===== config.mk =====
export PLATFORM = sky130hd
export DESIGN_NAME = text_console_writer
export DESIGN_NICKNAME = d
export VERILOG_FILES = /design/src/rtl/console_pkg.sv /design/src/rtl/text_console_cursor.sv /design/src/rtl/text_console_writer.sv
export SDC_FILE = /design/constraint.sdc
export NUM_CORES = 1
export LEC_CHECK = 0
export ABC_CLOCK_PERIOD_IN_PS = 6900
export CAP_MARGIN = 15
export CORE_ASPECT_RATIO = 1.75
export CORE_MARGIN = 5
export CORE_UTILIZATION = 52
export DETAILED_ROUTE_END_ITERATION = 12
export PLACE_DENSITY_LB_ADDON = 0.3
export SETUP_SLACK_MARGIN = 0.2
export SYNTH_ARGS = -nofsm -noshare
export SYNTH_HDL_FRONTEND = slang
export SYNTH_SLANG_ARGS = --single-unit

===== constraint.sdc =====
create_clock -name i_clk -period 6.9 [get_ports i_clk]
set_clock_uncertainty 0.05 [all_clocks]
set_input_delay 2.07 -clock i_clk [delete_from_list [all_inputs] [get_ports i_clk]]
set_output_delay 2.07 -clock i_clk [all_outputs]
set_load 0.005 [all_outputs]

===== src/rtl/console_pkg.sv =====
// Shared definitions for the text console writer: control codes, FSM states
// and small helpers used by both the top level and the cursor block.
package console_pkg;

  localparam logic [7:0] CH_BS    = 8'h08;
  localparam logic [7:0] CH_LF    = 8'h0A;
  localparam logic [7:0] CH_FF    = 8'h0C;
  localparam logic [7:0] CH_CR    = 8'h0D;
  localparam logic [7:0] CH_SPACE = 8'h20;

  typedef enum logic [1:0] {
    IDLE       = 2'd0,
    CLR_LINE   = 2'd1,
    CLR_SCREEN = 2'd2
  } state_t;

  // Row + 1 wrapped at the screen height; compare only, no modulo operator.
  function automatic int unsigned row_inc(input int unsigned r, input int unsigned rows);
    return (r + 1 >= rows) ? 0 : r + 1;
  endfunction

  // Bytes that land in a cell verbatim.
  function automatic logic is_print(input logic [7:0] b);
    return (b >= CH_SPACE) && (b <= 8'h7E);
  endfunction

endpackage


===== src/rtl/text_console_cursor.sv =====
// Cursor column/row and circular row base. Resolves the physical row of the
// cursor and the physical row that a NEWLINE will need cleared.
module text_console_cursor
  import console_pkg::*;
#(
  parameter int COLS        = 80,
  parameter int ROWS        = 30,
  parameter int COL_W       = $clog2(COLS),
  parameter int ROW_W       = $clog2(ROWS),
  parameter int SCROLL_MODE = 1
) (
  input  logic             i_clk,
  input  logic             i_rst,
  input  logic             i_accept,
  input  logic [7:0]       i_data,
  input  logic             i_home,
  output logic [COL_W-1:0] o_col,
  output logic [ROW_W-1:0] o_row,
  output logic [ROW_W-1:0] o_base,
  output logic [ROW_W-1:0] o_phys,
  output logic [ROW_W-1:0] o_nl_row,
  output logic             o_newline,
  output logic             o_wrap
);

  localparam logic [COL_W-1:0] COL_LAST = COL_W'(COLS - 1);
  localparam logic [ROW_W-1:0] ROW_LAST = ROW_W'(ROWS - 1);
  localparam logic [ROW_W:0]   ROWS_X   = (ROW_W+1)'(ROWS);

  logic [COL_W-1:0] r_col;
  logic [ROW_W-1:0] r_row, r_base;
  logic [ROW_W:0]   w_sum;
  logic [ROW_W-1:0] w_phys;
  logic             w_print, w_nl, w_last_row;

  // Physical row via add + conditional subtract, plus NEWLINE decode.
  always_comb begin
    w_sum      = {1'b0, r_row} + {1'b0, r_base};
    w_phys     = (w_sum >= ROWS_X) ? ROW_W'(w_sum - ROWS_X) : w_sum[ROW_W-1:0];
    w_print    = is_print(i_data);
    w_nl       = (w_print && (r_col == COL_LAST)) || (i_data == CH_LF);
    w_last_row = (r_row == ROW_LAST);
    o_wrap     = w_nl && w_last_row && (SCROLL_MODE == 0);
    // At the bottom line the row being exposed is the old base (scroll) or
    // row 0 (wrap, where the base never moves off 0).
    o_nl_row   = w_last_row ? r_base : ROW_W'(row_inc(32'(w_phys), ROWS));
  end

  // Cursor/base update on each accepted byte; home after a full-screen clear.
  always_ff @(posedge i_clk or posedge i_rst) begin
    if (i_rst) begin
      r_col  <= '0;
      r_row  <= '0;
      r_base <= '0;
    end else if (i_home) begin
      r_col  <= '0;
      r_row  <= '0;
      r_base <= '0;
    end else if (i_accept) begin
      if (w_nl) begin
        r_col <= '0;
        if (!w_last_row)          r_row  <= r_row + 1'b1;
        else if (SCROLL_MODE != 0) r_base <= ROW_W'(row_inc(32'(r_base), ROWS));
        else                      r_row  <= '0;
      end else if (w_print) begin
        r_col <= r_col + 1'b1;
      end else if (i_data == CH_CR) begin
        r_col <= '0;
      end else if ((i_data == CH_BS) && (r_col != '0)) begin
        r_col <= r_col - 1'b1;
      end
    end
  end

  assign o_col     = r_col;
  assign o_row     = r_row;
  assign o_base    = r_base;
  assign o_phys    = w_phys;
  assign o_newline = w_nl;

endmodule


===== src/rtl/text_console_writer.sv =====
// Character-stream writer for the text buffer: handshake, control-code FSM,
// line/screen clear sequencing and the registered single-port write.
module text_console_writer
  import console_pkg::*;
#(
  parameter int         COLS        = 80,
  parameter int         ROWS        = 30,
  parameter int         COL_W       = $clog2(COLS),
  parameter int         ROW_W       = $clog2(ROWS),
  parameter int         SCROLL_MODE = 1,
  parameter logic [7:0] FILL_CHAR   = 8'h20
) (
  input  logic                   i_clk,
  input  logic                   i_rst,
  input  logic                   i_clear,
  input  logic                   i_valid,
  input  logic [7:0]             i_data,
  output logic                   o_ready,
  output logic [ROW_W+COL_W-1:0] o_address,
  output logic [7:0]             o_data,
  output logic                   o_we,
  output logic [COL_W-1:0]       o_cursor_col,
  output logic [ROW_W-1:0]       o_cursor_row,
  output logic [ROW_W-1:0]       o_row_base,
  output logic                   o_full,
  output logic                   o_busy
);

  localparam logic [COL_W-1:0] COL_LAST = COL_W'(COLS - 1);
  localparam logic [ROW_W-1:0] ROW_LAST = ROW_W'(ROWS - 1);

  state_t                 r_state, w_next;
  logic [COL_W-1:0]       r_cnt_col;
  logic [ROW_W-1:0]       r_cnt_row, r_clr_row;
  logic                   r_we, r_full;
  logic [ROW_W+COL_W-1:0] r_addr;
  logic [7:0]             r_data;

  logic                   w_accept, w_line_done, w_scr_done, w_home;
  logic                   w_we, w_full;
  logic [ROW_W+COL_W-1:0] w_addr;
  logic [7:0]             w_data;
  logic [COL_W-1:0]       w_col, w_col_m1;
  logic [ROW_W-1:0]       w_row, w_base, w_phys, w_nl_row;
  logic                   w_newline, w_wrap;

  assign o_ready     = (r_state == IDLE) && !i_clear;
  assign w_accept    = o_ready && i_valid;
  assign w_line_done = (r_cnt_col == COL_LAST);
  assign w_scr_done  = w_line_done && (r_cnt_row == ROW_LAST);
  assign w_home      = (r_state == CLR_SCREEN) && w_scr_done && !i_clear;
  assign w_col_m1    = w_col - 1'b1;

  text_console_cursor #(
    .COLS(COLS), .ROWS(ROWS), .COL_W(COL_W), .ROW_W(ROW_W), .SCROLL_MODE(SCROLL_MODE)
  ) u_cursor (
    .i_clk(i_clk), .i_rst(i_rst), .i_accept(w_accept), .i_data(i_data), .i_home(w_home),
    .o_col(w_col), .o_row(w_row), .o_base(w_base), .o_phys(w_phys),
    .o_nl_row(w_nl_row), .o_newline(w_newline), .o_wrap(w_wrap)
  );

  // State register; reset lands in a full-screen clear.
  always_ff @(posedge i_clk or posedge i_rst) begin
    if (i_rst) r_state <= CLR_SCREEN;
    else       r_state <= w_next;
  end

  // Next state; i_clear overrides everything and restarts the screen clear.
  always_comb begin
    w_next = r_state;
    if (i_clear) begin
      w_next = CLR_SCREEN;
    end else begin
      case (r_state)
        IDLE: if (w_accept) begin
          if (i_data == CH_FF) w_next = CLR_SCREEN;
          else if (w_newline)  w_next = CLR_LINE;
        end
        CLR_LINE:   if (w_line_done) w_next = IDLE;
        CLR_SCREEN: if (w_scr_done)  w_next = IDLE;
        default:    w_next = IDLE;
      endcase
    end
  end

  // Write-port and o_full values for the next cycle.
  always_comb begin
    w_we   = 1'b0;
    w_addr = '0;
    w_data = '0;
    w_full = 1'b0;
    if (!i_clear) begin
      case (r_state)
        IDLE: if (w_accept) begin
          w_full = w_wrap;
          if (is_print(i_data)) begin
            w_we   = 1'b1;
            w_addr = {w_phys, w_col};
            w_data = i_data;
          end else if ((i_data == CH_BS) && (w_col != '0)) begin
            w_we   = 1'b1;
            w_addr = {w_phys, w_col_m1};
            w_data = FILL_CHAR;
          end
        end
        CLR_LINE: begin
          w_we   = 1'b1;
          w_addr = {r_clr_row, r_cnt_col};
          w_data = FILL_CHAR;
        end
        CLR_SCREEN: begin
          w_we   = 1'b1;
          w_addr = {r_cnt_row, r_cnt_col};
          w_data = FILL_CHAR;
        end
        default: ;
      endcase
    end
  end

  // Registered write port so every write lands one cycle after its cause.
  always_ff @(posedge i_clk or posedge i_rst) begin
    if (i_rst) begin
      r_we   <= 1'b0;
      r_addr <= '0;
      r_data <= '0;
      r_full <= 1'b0;
    end else begin
      r_we   <= w_we;
      r_addr <= w_addr;
      r_data <= w_data;
      r_full <= w_full;
    end
  end

  // Clear counters (separate row/col) and the latched row for line clears.
  always_ff @(posedge i_clk or posedge i_rst) begin
    if (i_rst) begin
      r_cnt_col <= '0;
      r_cnt_row <= '0;
      r_clr_row <= '0;
    end else begin
      if (w_accept && w_newline) r_clr_row <= w_nl_row;
      if (i_clear || (r_state == IDLE)) begin
        r_cnt_col <= '0;
        r_cnt_row <= '0;
      end else if (r_state == CLR_LINE) begin
        r_cnt_col <= w_line_done ? '0 : r_cnt_col + 1'b1;
      end else if (w_line_done) begin
        r_cnt_col <= '0;
        r_cnt_row <= w_scr_done ? '0 : r_cnt_row + 1'b1;
      end else begin
        r_cnt_col <= r_cnt_col + 1'b1;
      end
    end
  end

  assign o_we         = r_we;
  assign o_address    = r_addr;
  assign o_data       = r_data;
  assign o_full       = r_full;
  assign o_busy       = (r_state != IDLE);
  assign o_cursor_col = w_col;
  assign o_cursor_row = w_row;
  assign o_row_base   = w_base;

endmodule


==> results_dict.tcl <==
set metrics [dict create \
    status "completed" \
    drc_errors 0 \
    synth_compound_area_share_pct 21.5 \
    clk_path_buf_depth 2 \
    hold_class "reg -> reg" \
    fin_nets 496 \
    synthFlopType "dfrtp_1" \
    synth_top_family_by_area "simple AND/OR/NAND/NOR gates" \
    yosys.area_share.simple_pct 22.5 \
    grt_pass1_wl_um 15600 \
    cp-start-kind "input port" \
    crit_required_ps 4780 \
    crit_top_cell "clkdlybuf4s50_1" \
    cts_root_buf "clkbuf_16" \
    ys_types 68 \
    final-setup-viol-count 0 \
    hp-start "r_cnt_col[0]" \
    vdd_ir_drop_max_mv 0.121 \
    rsz0062_at_grt "false" \
    ys_seq_elements 57 \
    reg2reg_slack_ps 2550 \
    hold_end "r_cnt_col[0]" \
    post_drt_wl_per_cell_um 17.1 \
    min_period_ps 5500 \
    crit_family "buffers and inverters" \
    holdPathStages 1 \
    cts_hold_buf 0 \
    maxCapViolCount 0 \
    viasPerCell 6.12 \
    tightestPinTransition_ps 987 \
    routed_wl_um 9380 \
    synthAdderAreaFrac_pct 8.28 \
    synthMuxAreaShare_pct 0.271 \
    core_sq_um 6910 \
    antenna_cells 0 \
    die-area_sq_um 8940 \
    row_count 40 \
    synth_top_area_cell "dfrtp_1" \
    grt_use_met3_pct 4.64 \
    synth_xor_area_share_pct 4.75 \
    r2r_end "r_clr_row[1]" \
    worstPathArrival_ps 3380 \
    firstDrtPassIters 5 \
    tritoncts "built" \
    io_pins 53 \
    hpwl_um 6940 \
    grt_pass1_vias 3367 \
    p_leak_nw 2.05 \
    cts.clk_slew.worst_paths_ps 50 \
    crit_type "in -> out" \
    grt.busiest_layer "met2" \
    cts-buffers-inserted 9 \
    cts_sinks 57 \
    synth_edf_count 0 \
    async_flop_share_pct 100 \
    reg2reg_from "u_cursor.o_base[0]" \
    synth_area_per_cell_sq_um 8.89 \
    areaGrowthSynthToFinish_pct 24.1 \
    holdWs_ps 450 \
    io_buffers 51 \
    fmax_ghz 0.182 \
    cp-end-kind "primary output" \
    tns_ps 0 \
    hold_viol 0 \
    post_cts_resized 0 \
    slew_violations 0 \
    postRouteAntennaNets 0 \
    slowest_stage "clkdlybuf4s50_1" \
    grt_use_met1_pct 23.0 \
    max_stage_delay_ps 550 \
    clock_latency_ps 320 \
    crit_buf_inv 2 \
    drt_iter0_drc 216 \
    critPathMaxFanout 6 \
    initial_core_util_pct 53.4 \
    yosysSeqAreaShare_pct 38.7 \
    cts_max_level 3 \
    syn_inst 415 \
    n_fill_cell 574 \
    yosysTopAreaCellShare_pct 38.0 \
    die_w_um 73.7 \
    antenna_found_initial 0 \
    grt_use_total_pct 22.3 \
    power_density_nw_per_um2 262 \
    synth.area.top_cells "dfrtp_1 38%, ha_1 7.5%, nor2_1 5.7%, nand2_1 3.8%, o21ai_0 3.5%" \
    maxSlewHeadroom_pct 34.2 \
    gr-total-overflow 0 \
    period_share_pct 79.7 \
    synth.cell_area_sq_um 3690 \
    die_y_um 121 \
    grtUsageMet2_pct 40.4 \
    r2r_cells 15 \
    drive_gt1_share_pct 7.08 \
    yosys-top-cells-count "56 x dfrtp_1, 56 x nor2_1, 37 x nand2_1, 26 x o21ai_0, 22 x ha_1" \
    worstPathCellList "clkdlybuf4s50_1 > nor2_1 > clkdlybuf4s50_1" \
    yosysWarnings 0 \
    vias 3367 \
    globalplace.congestion 0.876 \
    grt_max_degree 58 \
    postCtsSetupBuffers 0 \
]
## where the power goes
group	switching, mW	internal (mW)
Sequential	0.0573	0.365
Clock	0.149	0.334
Combinational	0.148	0.145
Total	0.354	0.844
## logic make-up (layout without fill, tap and decap cells)
family                     count (synthesis)  in the layout
xor gates and xnor gates                  20             20
and+or+nand+nor                          168            168
AOI/OAI and AO/OA                        107            107
other                                      1              2
DFF                                       57             57
muxes                                      1              1
adders and majority gates                 24             24
buffers and inverters                     37             87
## how the worst max path moves through the flow
stage                        from  slack, ps  endpoint  cells past startpoint
final                     i_clear       1400   o_ready                      3
after global placement    i_clear       1410   o_ready                      3
after floorplan           i_clear       2570   o_ready                      1
after global routing      i_clear       1370   o_ready                      3
after detailed placement  i_clear       1380   o_ready                      3
after CTS                 i_clear       1370   o_ready                      3
## layer usage
metal	up-vias	part of all wire, %
met4	0	3.7
met1	1624	37
met3	30	4.3
li1	1603	-
met2	110	55
met5	-	0
## per-stage QoR
stage | instance area [sq um] | instances | total power [mW] | util, % | setup slack [ps]
6_report | 4580 | 550 | 1.20 | 66.3 | 1400
5_1_grt | 4580 | 550 | 1.26 | 66.3 | 1370
4_1_cts | 4580 | 550 | 1.20 | 66.3 | 1370
3_5_place_dp | 4250 | 534 | 0.718 | 61.5 | 1380
3_3_place_gp | 4250 | 534 | 0.710 | 61.5 | 1410
2_1_floorplan | 3690 | 416 | 0.605 | - | 2570
## placed cells by master (no fill, tap or decap), types with 3 or more instances in the layout
cell type,n
o21ai_0,26
xor2_1,9
dfrtp_1,56
or2_2,5
nand3_1,13
nand2b_1,5
a31oi_1,6
a211oi_1,4
a222oi_1,5
inv_1,17
a32o_1,3
and3_1,11
nand4_1,8
o31ai_1,5
xnor2_1,11
nor2_1,56
a22oi_1,9
clkbuf_16,9
a211o_1,3
o21a_1,3
and2_1,3
nor2b_1,8
a21oi_1,13
ha_1,22
o211ai_1,4
clkdlybuf4s50_1,51
nand2_1,37
## cell type report
| class | instances | area, sq um | share of cell area, % |
|---|---|---|---|
| Timing Repair Buffer | 53 | 526 | 11.5 |
| Tap cell | 84 | 105 | 2.30 |
| Clock buffer | 11 | 253 | 5.52 |
| Inverter | 18 | 67.6 | 1.48 |
| Multi-Input combinational cell | 322 | 2120 | 46.3 |
| Sequential cell | 57 | 1430 | 31.2 |
| Clock inverter | 5 | 77.6 | 1.69 |
## flip-flops by register name, indices dropped and copies added (netlist names)
| signal | cells |
|---|---|
| o_address | 12 |
| r_cnt_row | 5 |
| r_state | 2 |
| o_we | 1 |
| u_cursor.o_base | 5 |
| u_cursor.o_col | 7 |
| o_data | 8 |
| r_clr_row | 5 |
| u_cursor.o_row | 5 |
| r_cnt_col | 7 |
No activity file was read; power rests on OpenSTA's default activity.
